--- config.mk ---
export PLATFORM = sky130hd
export DESIGN_NAME = uart_tx_fifo
export DESIGN_NICKNAME = d
export VERILOG_FILES = /design/src/rtl/uart_tx_fifo.sv
export SDC_FILE = /design/constraint.sdc
export NUM_CORES = 1
export LEC_CHECK = 0
export CAP_MARGIN = 20
export CORE_ASPECT_RATIO = 0.6
export CORE_MARGIN = 2
export CORE_UTILIZATION = 34
export CTS_BUF_LIST = sky130_fd_sc_hd__clkbuf_16
export CTS_CLUSTER_SIZE = 8
export DETAILED_ROUTE_END_ITERATION = 10
export SETUP_SLACK_MARGIN = 0.1
export SYNTH_ARGS = -nofsm -noshare
export SYNTH_HDL_FRONTEND = slang
export SYNTH_SLANG_ARGS = --single-unit
--- constraint.sdc ---
create_clock -name clk -period 3.69 [get_ports clk]
set_clock_uncertainty 0.1 [all_clocks]
set_input_delay 0.738 -clock clk [delete_from_list [all_inputs] [get_ports clk]]
set_output_delay 0.738 -clock clk [all_outputs]
set_load 0.02 [all_outputs]
--- src/rtl/uart_tx_fifo.sv ---
// Transmit-side byte FIFO feeding a UART transmitter: one start pulse per byte,
// waits for the transmitter's done, and a watchdog abandons a byte whose done never comes.
module uart_tx_fifo #(
  parameter int NB_DATA     = 8,
  parameter int DEPTH_LOG2  = 4,
  parameter int TIMEOUT_CYC = 65535
) (
  input  logic                  clk,
  input  logic                  i_rst,
  input  logic                  i_wr_en,
  input  logic [NB_DATA-1:0]    i_wr_data,
  output logic                  o_full,
  output logic                  o_empty,
  output logic [DEPTH_LOG2:0]   o_count,
  output logic                  o_overflow,
  output logic                  o_tx_start,
  output logic [NB_DATA-1:0]    o_tx_data,
  input  logic                  i_tx_done,
  output logic                  o_busy,
  output logic                  o_timeout
);

  localparam int DEPTH = 1 << DEPTH_LOG2;
  localparam int WD_W  = (TIMEOUT_CYC > 1) ? $clog2(TIMEOUT_CYC) : 1;
  localparam logic [WD_W-1:0]       WD_LAST  = WD_W'(TIMEOUT_CYC - 1);
  localparam logic [DEPTH_LOG2:0]   FULL_CNT = (DEPTH_LOG2 + 1)'(DEPTH);
  localparam logic [DEPTH_LOG2-1:0] PTR_ONE  = DEPTH_LOG2'(1);
  localparam logic [DEPTH_LOG2:0]   CNT_ONE  = (DEPTH_LOG2 + 1)'(1);

  typedef enum logic [1:0] {IDLE, LOAD, START, WAIT_DONE} state_t;

  state_t                  state_reg, state_next;
  logic [NB_DATA-1:0]      mem [DEPTH];
  logic [DEPTH_LOG2-1:0]   wr_ptr_reg, rd_ptr_reg;
  logic [DEPTH_LOG2:0]     count_reg;
  logic [WD_W-1:0]         wd_reg, wd_next;
  logic [NB_DATA-1:0]      tx_data_reg;
  logic                    tx_start_reg, tx_start_next;
  logic                    timeout_reg, timeout_next;
  logic                    overflow_reg;
  logic                    push, pop;

  // Status flags come from the occupancy register alone, so they are glitch-free.
  assign o_count    = count_reg;
  assign o_full     = (count_reg == FULL_CNT);
  assign o_empty    = (count_reg == '0);
  assign o_overflow = overflow_reg;
  assign o_tx_start = tx_start_reg;
  assign o_tx_data  = tx_data_reg;
  assign o_timeout  = timeout_reg;
  assign o_busy     = (state_reg != IDLE);

  // A pop in the same cycle does not rescue a write that sees the FIFO full.
  assign push = i_wr_en & ~o_full;

  always_ff @(posedge clk) begin
    if (push) begin
      mem[wr_ptr_reg] <= i_wr_data;
    end
  end

  always_ff @(posedge clk or posedge i_rst) begin
    if (i_rst) begin
      wr_ptr_reg   <= '0;
      rd_ptr_reg   <= '0;
      count_reg    <= '0;
      tx_data_reg  <= '0;
      overflow_reg <= 1'b0;
    end else begin
      overflow_reg <= i_wr_en & o_full;
      if (push) begin
        wr_ptr_reg <= wr_ptr_reg + PTR_ONE;
      end
      if (pop) begin
        rd_ptr_reg  <= rd_ptr_reg + PTR_ONE;
        tx_data_reg <= mem[rd_ptr_reg];
      end
      case ({push, pop})
        2'b10:   count_reg <= count_reg + CNT_ONE;
        2'b01:   count_reg <= count_reg - CNT_ONE;
        default: count_reg <= count_reg;
      endcase
    end
  end

  always_ff @(posedge clk or posedge i_rst) begin
    if (i_rst) begin
      state_reg    <= IDLE;
      wd_reg       <= '0;
      tx_start_reg <= 1'b0;
      timeout_reg  <= 1'b0;
    end else begin
      state_reg    <= state_next;
      wd_reg       <= wd_next;
      tx_start_reg <= tx_start_next;
      timeout_reg  <= timeout_next;
    end
  end

  // Start is registered on entry to START so it lines up exactly with that state.
  always_comb begin
    state_next    = state_reg;
    wd_next       = wd_reg;
    tx_start_next = 1'b0;
    timeout_next  = 1'b0;
    pop           = 1'b0;
    case (state_reg)
      IDLE: begin
        if (!o_empty) begin
          pop        = 1'b1;
          state_next = LOAD;
        end
      end
      LOAD: begin
        tx_start_next = 1'b1;
        state_next    = START;
      end
      START: begin
        wd_next    = '0;
        state_next = WAIT_DONE;
      end
      WAIT_DONE: begin
        if (i_tx_done) begin
          state_next = IDLE;
        end else if (wd_reg == WD_LAST) begin
          timeout_next = 1'b1;
          state_next   = IDLE;
        end else begin
          wd_next = wd_reg + 1'b1;
        end
      end
      default: state_next = IDLE;
    endcase
  end

endmodule

==> results_dict.tcl, run 1 <==
set metrics [dict create \
    status "completed" \
    antenna_found_initial 0 \
    ys_seq_elements 170 \
    grt_pass1_vias 3882 \
    min_period_ns 3.081 \
    drv_cap 0 \
    design.portCount 31 \
    slowest_delay_ns 0.62 \
    rows 41 \
    worstHoldStart "wd_reg[9]" \
    worst_r2r_startpoint "o_count[1]" \
    area.growth.synth_to_final_pct 17.09 \
    ant_nets 0 \
    layout.nets 498 \
    wl_mm 14.71 \
    synth_fa_ha_area_frac 0.02431 \
    dp_cells 732 \
    place_hpwl_mm 9.893 \
    post-route-drc-count 0 \
    drtIter0Drc 300 \
    muxShareOfSynthArea 0.1301 \
    die_w_um 191.9 \
    layout.cells.non_filler 764 \
    vias_per_cell 5.069 \
    worstPathRequired_ns 2.85 \
    cts.clk_slew.worst_paths_ns 0.07 \
    p_leak_nw 2.928 \
    largest_reg_flops 128 \
    clock-sinks 170 \
    yosysTopAreaCell "edfxtp_1" \
    n_fill_cell 1849 \
    period_share 0.8350 \
    synthTopCellsByArea "edfxtp_1, dfrtp_1, mux4_2" \
    drive_above_1_share 0.2082 \
    worstSkewPairLatency_ns 0.42 \
    coreArea_um2 20880 \
    ctsHoldBuffers 0 \
    grt_pass1_wl_mm 23.00 \
    fmax_ghz 0.3246 \
    worst_slew_pin_slew_ns 0.9437 \
    synth_commonest_cells "edfxtp_1, dfrtp_1, mux4_2" \
    final.setup.worst_slack_ns 0.6089 \
    synth_compound_area_frac 0.06234 \
    synth_top_area_frac 0.5334 \
    initial_core_util 0.3451 \
    hold_viol 0 \
    cts_resized 0 \
    grt_max_degree 43 \
    htreeDepth 4 \
    async_flop_share 0.2471 \
    rsz0062_at_grt "no" \
    ys_types 58 \
    r2r_slack_ns 0.67 \
    ys_seq_area_frac 0.6793 \
    cts_tree "yes" \
    numPortBuffers 30 \
    setup_viol 0 \
    syn_inst 428 \
    cts-root-buf "clkbuf_16" \
    path_delay_family "simple AND/OR/NAND/NOR gates" \
    vias 3873 \
    synth_top_family_by_area "multiplexers" \
    synth-edff-count 128 \
    worstHoldPathType "flip-flop to flip-flop" \
    synth.cell_area_um2 7206 \
    design.die.area_um2 22410 \
    pre_cts_ws_ns 0.6747 \
    place.gp.congestion 0.7541 \
    slowest_stage "or4_4" \
    yosys.area_share.simple 0.06685 \
    critPathMaxFanout 7 \
    overflow 0 \
    max_slew_margin 0.3700 \
    arrival_ns 2.24 \
    cp-start-kind "flip-flop" \
    startpoint "o_count[0]" \
    finalMaxSlewViolations 0 \
    final_cell_area_um2 8437 \
    powerDensity_nw_per_um2 750.7 \
    firstDrtPassIters 5 \
    ir_worst_vdd_v 0.0004076 \
    wl_per_cell_um 19.25 \
    antenna_cells 0 \
    avgSynthCellArea_um2 16.84 \
    syn-num-nets 454 \
    cp.buffers_inverters 1 \
    grt_use_total 0.1420 \
    yosysMostFrequentCell "edfxtp_1" \
    critPathCaptureType "primary output" \
    ys.flop_type "edfxtp_1" \
    synth_warnings 0 \
    ctsLongestPathBuffers 2 \
    die_h_um 116.8 \
    fin_setup_tns_ns 0 \
    cts_buffers 17 \
    critPathKind "flip-flop to primary output" \
    crit_chain "or4_4 -> nor2_4 -> clkdlybuf4s50_1" \
    cts_setup_buffers 0 \
    synthXorXnorAreaFrac 0.01459 \
    placedInstanceArea_um2 7871 \
]
through the flow:
| step | hold slack, ns | power (mW) | utilization |
|---|---|---|---|
| floorplan | 0.3601 | 4.044 | - |
| global placement | 0.3852 | 4.630 | 0.3770 |
| detailed placement | 0.3886 | 4.694 | 0.3770 |
| CTS | 0.3986 | 6.413 | 0.4041 |
| global route | 0.4057 | 6.691 | 0.4041 |
| finish | 0.3978 | 6.334 | 0.4041 |
final timing paths:
| kind | to | cells past startpoint |
|---|---|---|
| worst min-delay path | wd_reg[9] | 1 |
| min in group asynchronous | wd_reg[4] | 2 |
| worst min register to register | wd_reg[9] | 1 |
| max in group asynchronous | rd_ptr_reg[2] | 2 |
| worst max-delay path | o_empty | 3 |
| worst max register to register | o_count[4] | 10 |
cells in the final DEF, fill, tap and decap left out, types with 13 or more instances in the layout:
cell type and n:
buf_4 13, nor2_1 21, clkbuf_16 17, ha_1 14
o22ai_1 16, clkdlybuf4s50_1 30, inv_1 15, mux4_2 26
nand2_1 21, dfrtp_1 41, edfxtp_1 128
power breakdown:
part / switching, mW / total, mW / internal, mW
Sequential: 0.257 / 2.62 / 2.36
Clock: 0.773 / 1.71 / 0.941
Combinational: 1.05 / 2.00 / 0.956
Total: 2.08 / 6.33 / 4.26
kinds of logic after synthesis:
| family | Yosys count |
|---|---|
| flops | 170 |
| fa+ha+maj | 14 |
| mux | 50 |
| simple gates | 87 |
| xor+xnor | 12 |
| buf+inv | 34 |
| compound gates | 61 |
area by class of cell:
cell class	count	area, um2	share of cell area
inverter	15	56.30	0.006674
clock inverter	15	140.1	0.01661
clock buffer	17	425.4	0.05042
multi-input combinational	224	2152	0.2551
tap	279	349.1	0.04138
sequential	170	4896	0.5803
timing repair buffer	44	417.9	0.04953
metal layers:
layer  vias to the layer above  GRT usage  wire length (um)
met5                         -          0                 0
met4                         0    0.04615                75
met3                         6    0.03395              1103
met2                        91     0.1983              6322
met1                      1988     0.2163              7203
li1                       1788          -                 -
(Power assumes the default switching activity.)
==> run 2, diff against run 1 <==
==> constraint.sdc (replaced) <==
create_clock -name clk -period 2.7 [get_ports clk]
set_clock_uncertainty 0.1 [all_clocks]
set_input_delay 0.54 -clock clk [delete_from_list [all_inputs] [get_ports clk]]
set_output_delay 0.54 -clock clk [all_outputs]
set_load 0.02 [all_outputs]
==> run 2 against run 1 <==
  * Combinational power is 45% higher
  * Power is 39% higher
  * Worst setup slack lost 0.42 ns
==> results_dict.tcl, run 2 (same netlist as run 1, synthesis figures left out) <==
set metrics [dict create \
    critPathCapture "o_full" \
    cts_tree "yes" \
    htreeDepth 4 \
    period_share 0.9318 \
    final_common_cell "edfxtp_1" \
    die_h_um 116.8 \
    fmax_ghz 0.3975 \
    status "completed" \
    largest_reg_flops 128 \
    design.die.area_um2 22410 \
    cts-root-buf "clkbuf_16" \
    place.gp.congestion 0.7829 \
    grt_pass1_vias 3919 \
    post-route-drc-count 0 \
    slowest_delay_ns 0.56 \
    firstDrtPassIters 5 \
    grt_use_total 0.1424 \
    dp_cells 746 \
    drv_cap 0 \
    cts_buffers 17 \
    setup_viol 0 \
    max_slew_margin 0.4136 \
    finalMaxSlewViolations 0 \
    ctsHoldBuffers 0 \
    r2r_slack_ns 0.22 \
    min_period_ns 2.516 \
    wl_per_cell_um 19.20 \
    design.portCount 31 \
    cp-start-kind "flip-flop" \
    cts.clk_slew.worst_paths_ns 0.06 \
    p_total_mw 8.774 \
    p_leak_nw 3.038 \
    r2r_cells 11 \
    drive_above_1_share 0.2340 \
    worst_r2r_startpoint "o_count[1]" \
    hold_viol 0 \
    layout.nets 513 \
    vias_per_cell 5.132 \
    pre_cts_ws_ns 0.05671 \
    critPathKind "flip-flop to primary output" \
    grt_pass1_wl_mm 23.09 \
    die_w_um 191.9 \
    numPortBuffers 30 \
    drtIter0Drc 345 \
    slowest_stage "or4_4" \
    fin_setup_tns_ns 0 \
    final_cell_mix "edfxtp_1, dfrtp_1, clkdlybuf4s50_1" \
    startpoint "o_count[2]" \
    antenna_found_initial 0 \
    place_hpwl_mm 10.28 \
    critPathMaxFanout 8 \
    area.growth.synth_to_final_pct 19.15 \
    rsz0062_at_grt "yes" \
    rows 41 \
    vias 3998 \
    critPathCaptureType "primary output" \
    r2r_end "o_count[4]" \
    clock-sinks 170 \
    worstHoldPathType "input pin to asynchronous set/reset pin" \
    arrival_ns 1.88 \
    grt_max_degree 34 \
    crit_chain "or4_4 -> nor2_1 -> clkdlybuf4s15_1" \
    ctsLongestPathBuffers 2 \
    wl_mm 14.96 \
    overflow 0 \
    ant_nets 0 \
    coreArea_um2 20880 \
    layout.cells.non_filler 779 \
    antenna_cells 0 \
    final.setup.worst_slack_ns 0.1841 \
    worstPathRequired_ns 2.06 \
    worst_slew_pin_slew_ns 0.8729 \
    powerDensity_nw_per_um2 1022 \
    worstSkewPairLatency_ns 0.42 \
    ir_worst_vdd_v 0.0005283 \
    initial_core_util 0.3451 \
]
[run 2: cell types whose count changed in the layout (fill, tap and decap cells not counted), sizes merged, moves of 2 or more]
cell           before  now
buf                14   29
clkinvlp            2    0
clkdlybuf4s50      30   28
clkbuf             17   21
[run 2: final cells by class]
class / instances / area [um2]
clock buffers: 20 / 500.5
repair buffers: 59 / 550.5
well taps: 279 / 349.1
flip-flops and latches: 170 / 4898
multi-input cells: 224 / 2172
clock inverters: 12 / 58.81
fillers: 1833 / 12290
inverters: 15 / 56.30
[run 2: what timing repair did]
action	4_1_cts	5_1_grt
setup buffers	0	1
pin swaps	0	2
endpoints found under the setup margin	2	3
gates resized for setup	4	3
[run 2: per-layer routing]
metal  track usage  share of wire
met1        0.2187           0.52
met2        0.1940           0.41
met3       0.03786          0.055
met4       0.04513         0.0072
met5             0              0
[run 2: metrics by stage]
stage / hold WS [ns] / utilization / cell area, um2
after floorplan: 0.3601 / - / 7234
after global placement: 0.3866 / 0.3841 / 8020
after detailed placement: 0.3938 / 0.3841 / 8020
after CTS: 0.4018 / 0.4109 / 8579
after global routing: 0.4224 / 0.4112 / 8586
final: 0.3894 / 0.4112 / 8586
[run 2: report_power, final]
group	total [mW]	internal, mW	switching, mW
registers	3.60	3.23	0.371
logic	2.90	1.41	1.49
clock network	2.27	1.32	0.956
[run 2: how the worst min path moves through the flow]
stage                  to  slack, ns  cells after the start
2_1_floorplan  wd_reg[15]       0.36                      1
3_3_place_gp   wd_reg[15]       0.39                      1
3_5_place_dp   wd_reg[12]       0.39                      1
4_1_cts        o_count[0]       0.40                      2
5_1_grt        o_count[3]       0.42                      2
6_report       o_count[3]       0.39                      2
[run 2: worst max-delay path, delay by kind of cell, from the launching register on]
family	cells	cell delay, ns
buffers and inverters	1	0.31
and+or+nand+nor	2	0.68
DFF	1	0.47
==> run 3, diff against run 2 <==
--- a/config.mk
+++ b/config.mk
@@ -5,6 +5,7 @@
 export SDC_FILE = /design/constraint.sdc
 export NUM_CORES = 1
 export LEC_CHECK = 0
+export ABC_AREA = 1
 export CAP_MARGIN = 20
 export CORE_ASPECT_RATIO = 0.6
 export CORE_MARGIN = 2
==> run 3 against run 2 <==
  * Sequential power down 4%
  * Maximum frequency up 5.7%
  * Largest cell class unchanged
  * Via count up 40%
  * Wire length up 24%
  * Die area up 10%
  * Non-clock buffer count down 3
  * Worst setup slack better by 0.14 ns
  * Critical path type is now flip-flop to flip-flop
  * Power up 8.0%
  * Worst hold slack worse by 0.025 ns
  * Core utilization down 0.47 points
  * Critical endpoint is now o_count[4]
==> results_dict.tcl, run 3 <==
set metrics [dict create \
    ir_worst_vdd_v 0.0005704 \
    place_hpwl_mm 12.40 \
    cp-start-kind "flip-flop" \
    drv_cap 0 \
    setup_viol 0 \
    worstHoldPathType "input pin to asynchronous set/reset pin" \
    yosysMostFrequentCell "nand2_1" \
    final.setup.worst_slack_ns 0.3197 \
    critPathCaptureType "flip-flop" \
    initial_core_util 0.3459 \
    cts.clk_slew.worst_paths_ns 0.07 \
    arrival_ns 2.61 \
    clock-sinks 170 \
    min_period_ns 2.380 \
    critPathKind "flip-flop to flip-flop" \
    syn-num-nets 876 \
    r2r_cells 17 \
    ys_seq_area_frac 0.6131 \
    vias_per_cell 4.590 \
    wl_per_cell_um 15.13 \
    synth.cell_area_um2 7984 \
    largest_reg_flops 128 \
    numPortBuffers 30 \
    antenna_cells 0 \
    post-route-drc-count 0 \
    rsz0062_at_grt "yes" \
    hold_viol 0 \
    yosysTopAreaCell "edfxtp_1" \
    drive_above_1_share 0.09492 \
    htreeDepth 4 \
    seqCellArea_um2 4901 \
    cts_buffers 17 \
    ctsLongestPathBuffers 2 \
    worstSkewPairLatency_ns 0.44 \
    rows 43 \
    synth_commonest_cells "nand2_1, inv_1, edfxtp_1" \
    ctsHoldBuffers 0 \
    coreArea_um2 23080 \
    grt_pass1_wl_mm 29.28 \
    worstPathRequired_ns 2.93 \
    overflow 0 \
    p_leak_nw 4.112 \
    grt_pass1_vias 5219 \
    pre_cts_ws_ns 0.1765 \
    holdWs_ns 0.3647 \
    ys_seq_elements 170 \
    grt_use_total 0.1579 \
    die_h_um 122.7 \
    synth-edff-count 128 \
    powerDensity_nw_per_um2 1010 \
    fmax_ghz 0.4201 \
    ant_nets 0 \
    critPathMaxFanout 10 \
    status "completed" \
    die_w_um 201.8 \
    fin_setup_tns_ns 0 \
    cts_tree "yes" \
    firstDrtPassIters 5 \
    avgSynthCellArea_um2 9.393 \
    period_share 0.8816 \
    place.gp.congestion 0.8186 \
    design.portCount 31 \
    ys.flop_type "edfxtp_1" \
    vias 5604 \
    cts_setup_buffers 0 \
    area.growth.synth_to_final_pct 17.52 \
    antenna_found_initial 0 \
    final_cell_mix "nand2_1, inv_1, edfxtp_1" \
    synth_top_area_frac 0.4814 \
    max_slew_margin 0.4846 \
    grt_max_degree 67 \
    n_fill_cell 2218 \
    synthTopCellsByArea "edfxtp_1, dfrtp_1, nand2_1" \
    ys_types 30 \
    design.die.area_um2 24760 \
    r2r_slack_ns 0.32 \
    finalMaxSlewViolations 0 \
    layout.nets 919 \
    wl_mm 18.48 \
    final_common_cell "nand2_1" \
    worst_slew_pin_slew_ns 0.7731 \
    syn_inst 850 \
    multiInputGateArea_um2 2439 \
    async_flop_share 0.2471 \
    drtIter0Drc 456 \
    synth_warnings 0 \
    cts-root-buf "clkbuf_16" \
]
## run 3: cell count changes after synthesis, moves of 12 or more
cell / delta
nand3_1: +116
mux4_2: -26
buf_2: +12
nand2_1: +254
inv_1: +120
o22ai_1: -15
## run 3: final cells by class
type	instances	share of cell area
Sequential cell	170	0.5223
Multi-Input combinational cell	510	0.2599
Inverter	138	0.05521
Timing Repair Buffer	56	0.05494
Clock buffer	17	0.04534
Tap cell	315	0.04201
Clock inverter	15	0.02027
## run 3: cells by family (layout without fill, tap and decap cells)
logic type,after synthesis,count (layout),share of synthesized area
buffers and inverters,170,226,0.08416
DFF,170,170,0.6131
AOI/OAI and AO/OA,18,18,0.01379
xor gates and xnor gates,15,15,0.01646
and+or+nand+nor,463,463,0.2506
adders and majority gates,14,14,0.02194
## run 3: timing repair
action	4_1_cts	5_1_grt
gates resized for setup	0	4
endpoints found under the setup margin	0	4
hold endpoints to repair	0	0
## run 3: critical path: stages (launching register included)
cell     delay, ns
dfrtp_2       0.45
nor2_2        0.14
nand2_1       0.09
nor2_4        0.14
inv_2         0.05
nand2_4       0.13
inv_2         0.06
ha_2          0.22
xor2_1        0.17
ha_1          0.20
a21oi_2       0.13
nor2_1        0.07
nand2_1       0.07
nand2_1       0.05
nand2_1       0.06
nand2_1       0.04
nand2_1       0.05
nand2_1       0.05
## run 3: where the power goes
part           internal (mW)  leakage, nW  switching, mW  total [mW]
logic                   1.13         2.13           2.32        3.45
registers               3.22         1.69          0.251        3.47
clock network           1.47        0.288           1.08        2.55
total                   5.83         4.11           3.65        9.47
## run 3: final timing paths
path / start / to
worst max-delay path: o_count[0] / o_count[4]
worst min register to register: o_tx_data[2] / o_tx_data[2]
worst min-delay path: i_rst / o_tx_start
max in group asynchronous: i_rst / o_count[0]
min in group clk: o_tx_data[2] / o_tx_data[2]
worst max register to register: o_count[0] / o_count[4]
## run 3: metal layers
metal	vias to the layer above	global-route usage	part of all wire
li1	2816	-	-
met1	2609	0.2438	0.54
met2	155	0.2107	0.39
met3	24	0.04169	0.064
met4	0	0.05239	0.013
met5	-	0	0
## run 3: stage by stage
stage	cells	util	total power, mW	area, um2
after floorplan	850	-	5.831	8009
after global placement	1189	0.3794	6.944	8757
after detailed placement	1189	0.3794	6.978	8757
after CTS	1221	0.4061	9.550	9373
after global routing	1221	0.4065	10.13	9383
final	1221	0.4065	9.473	9383
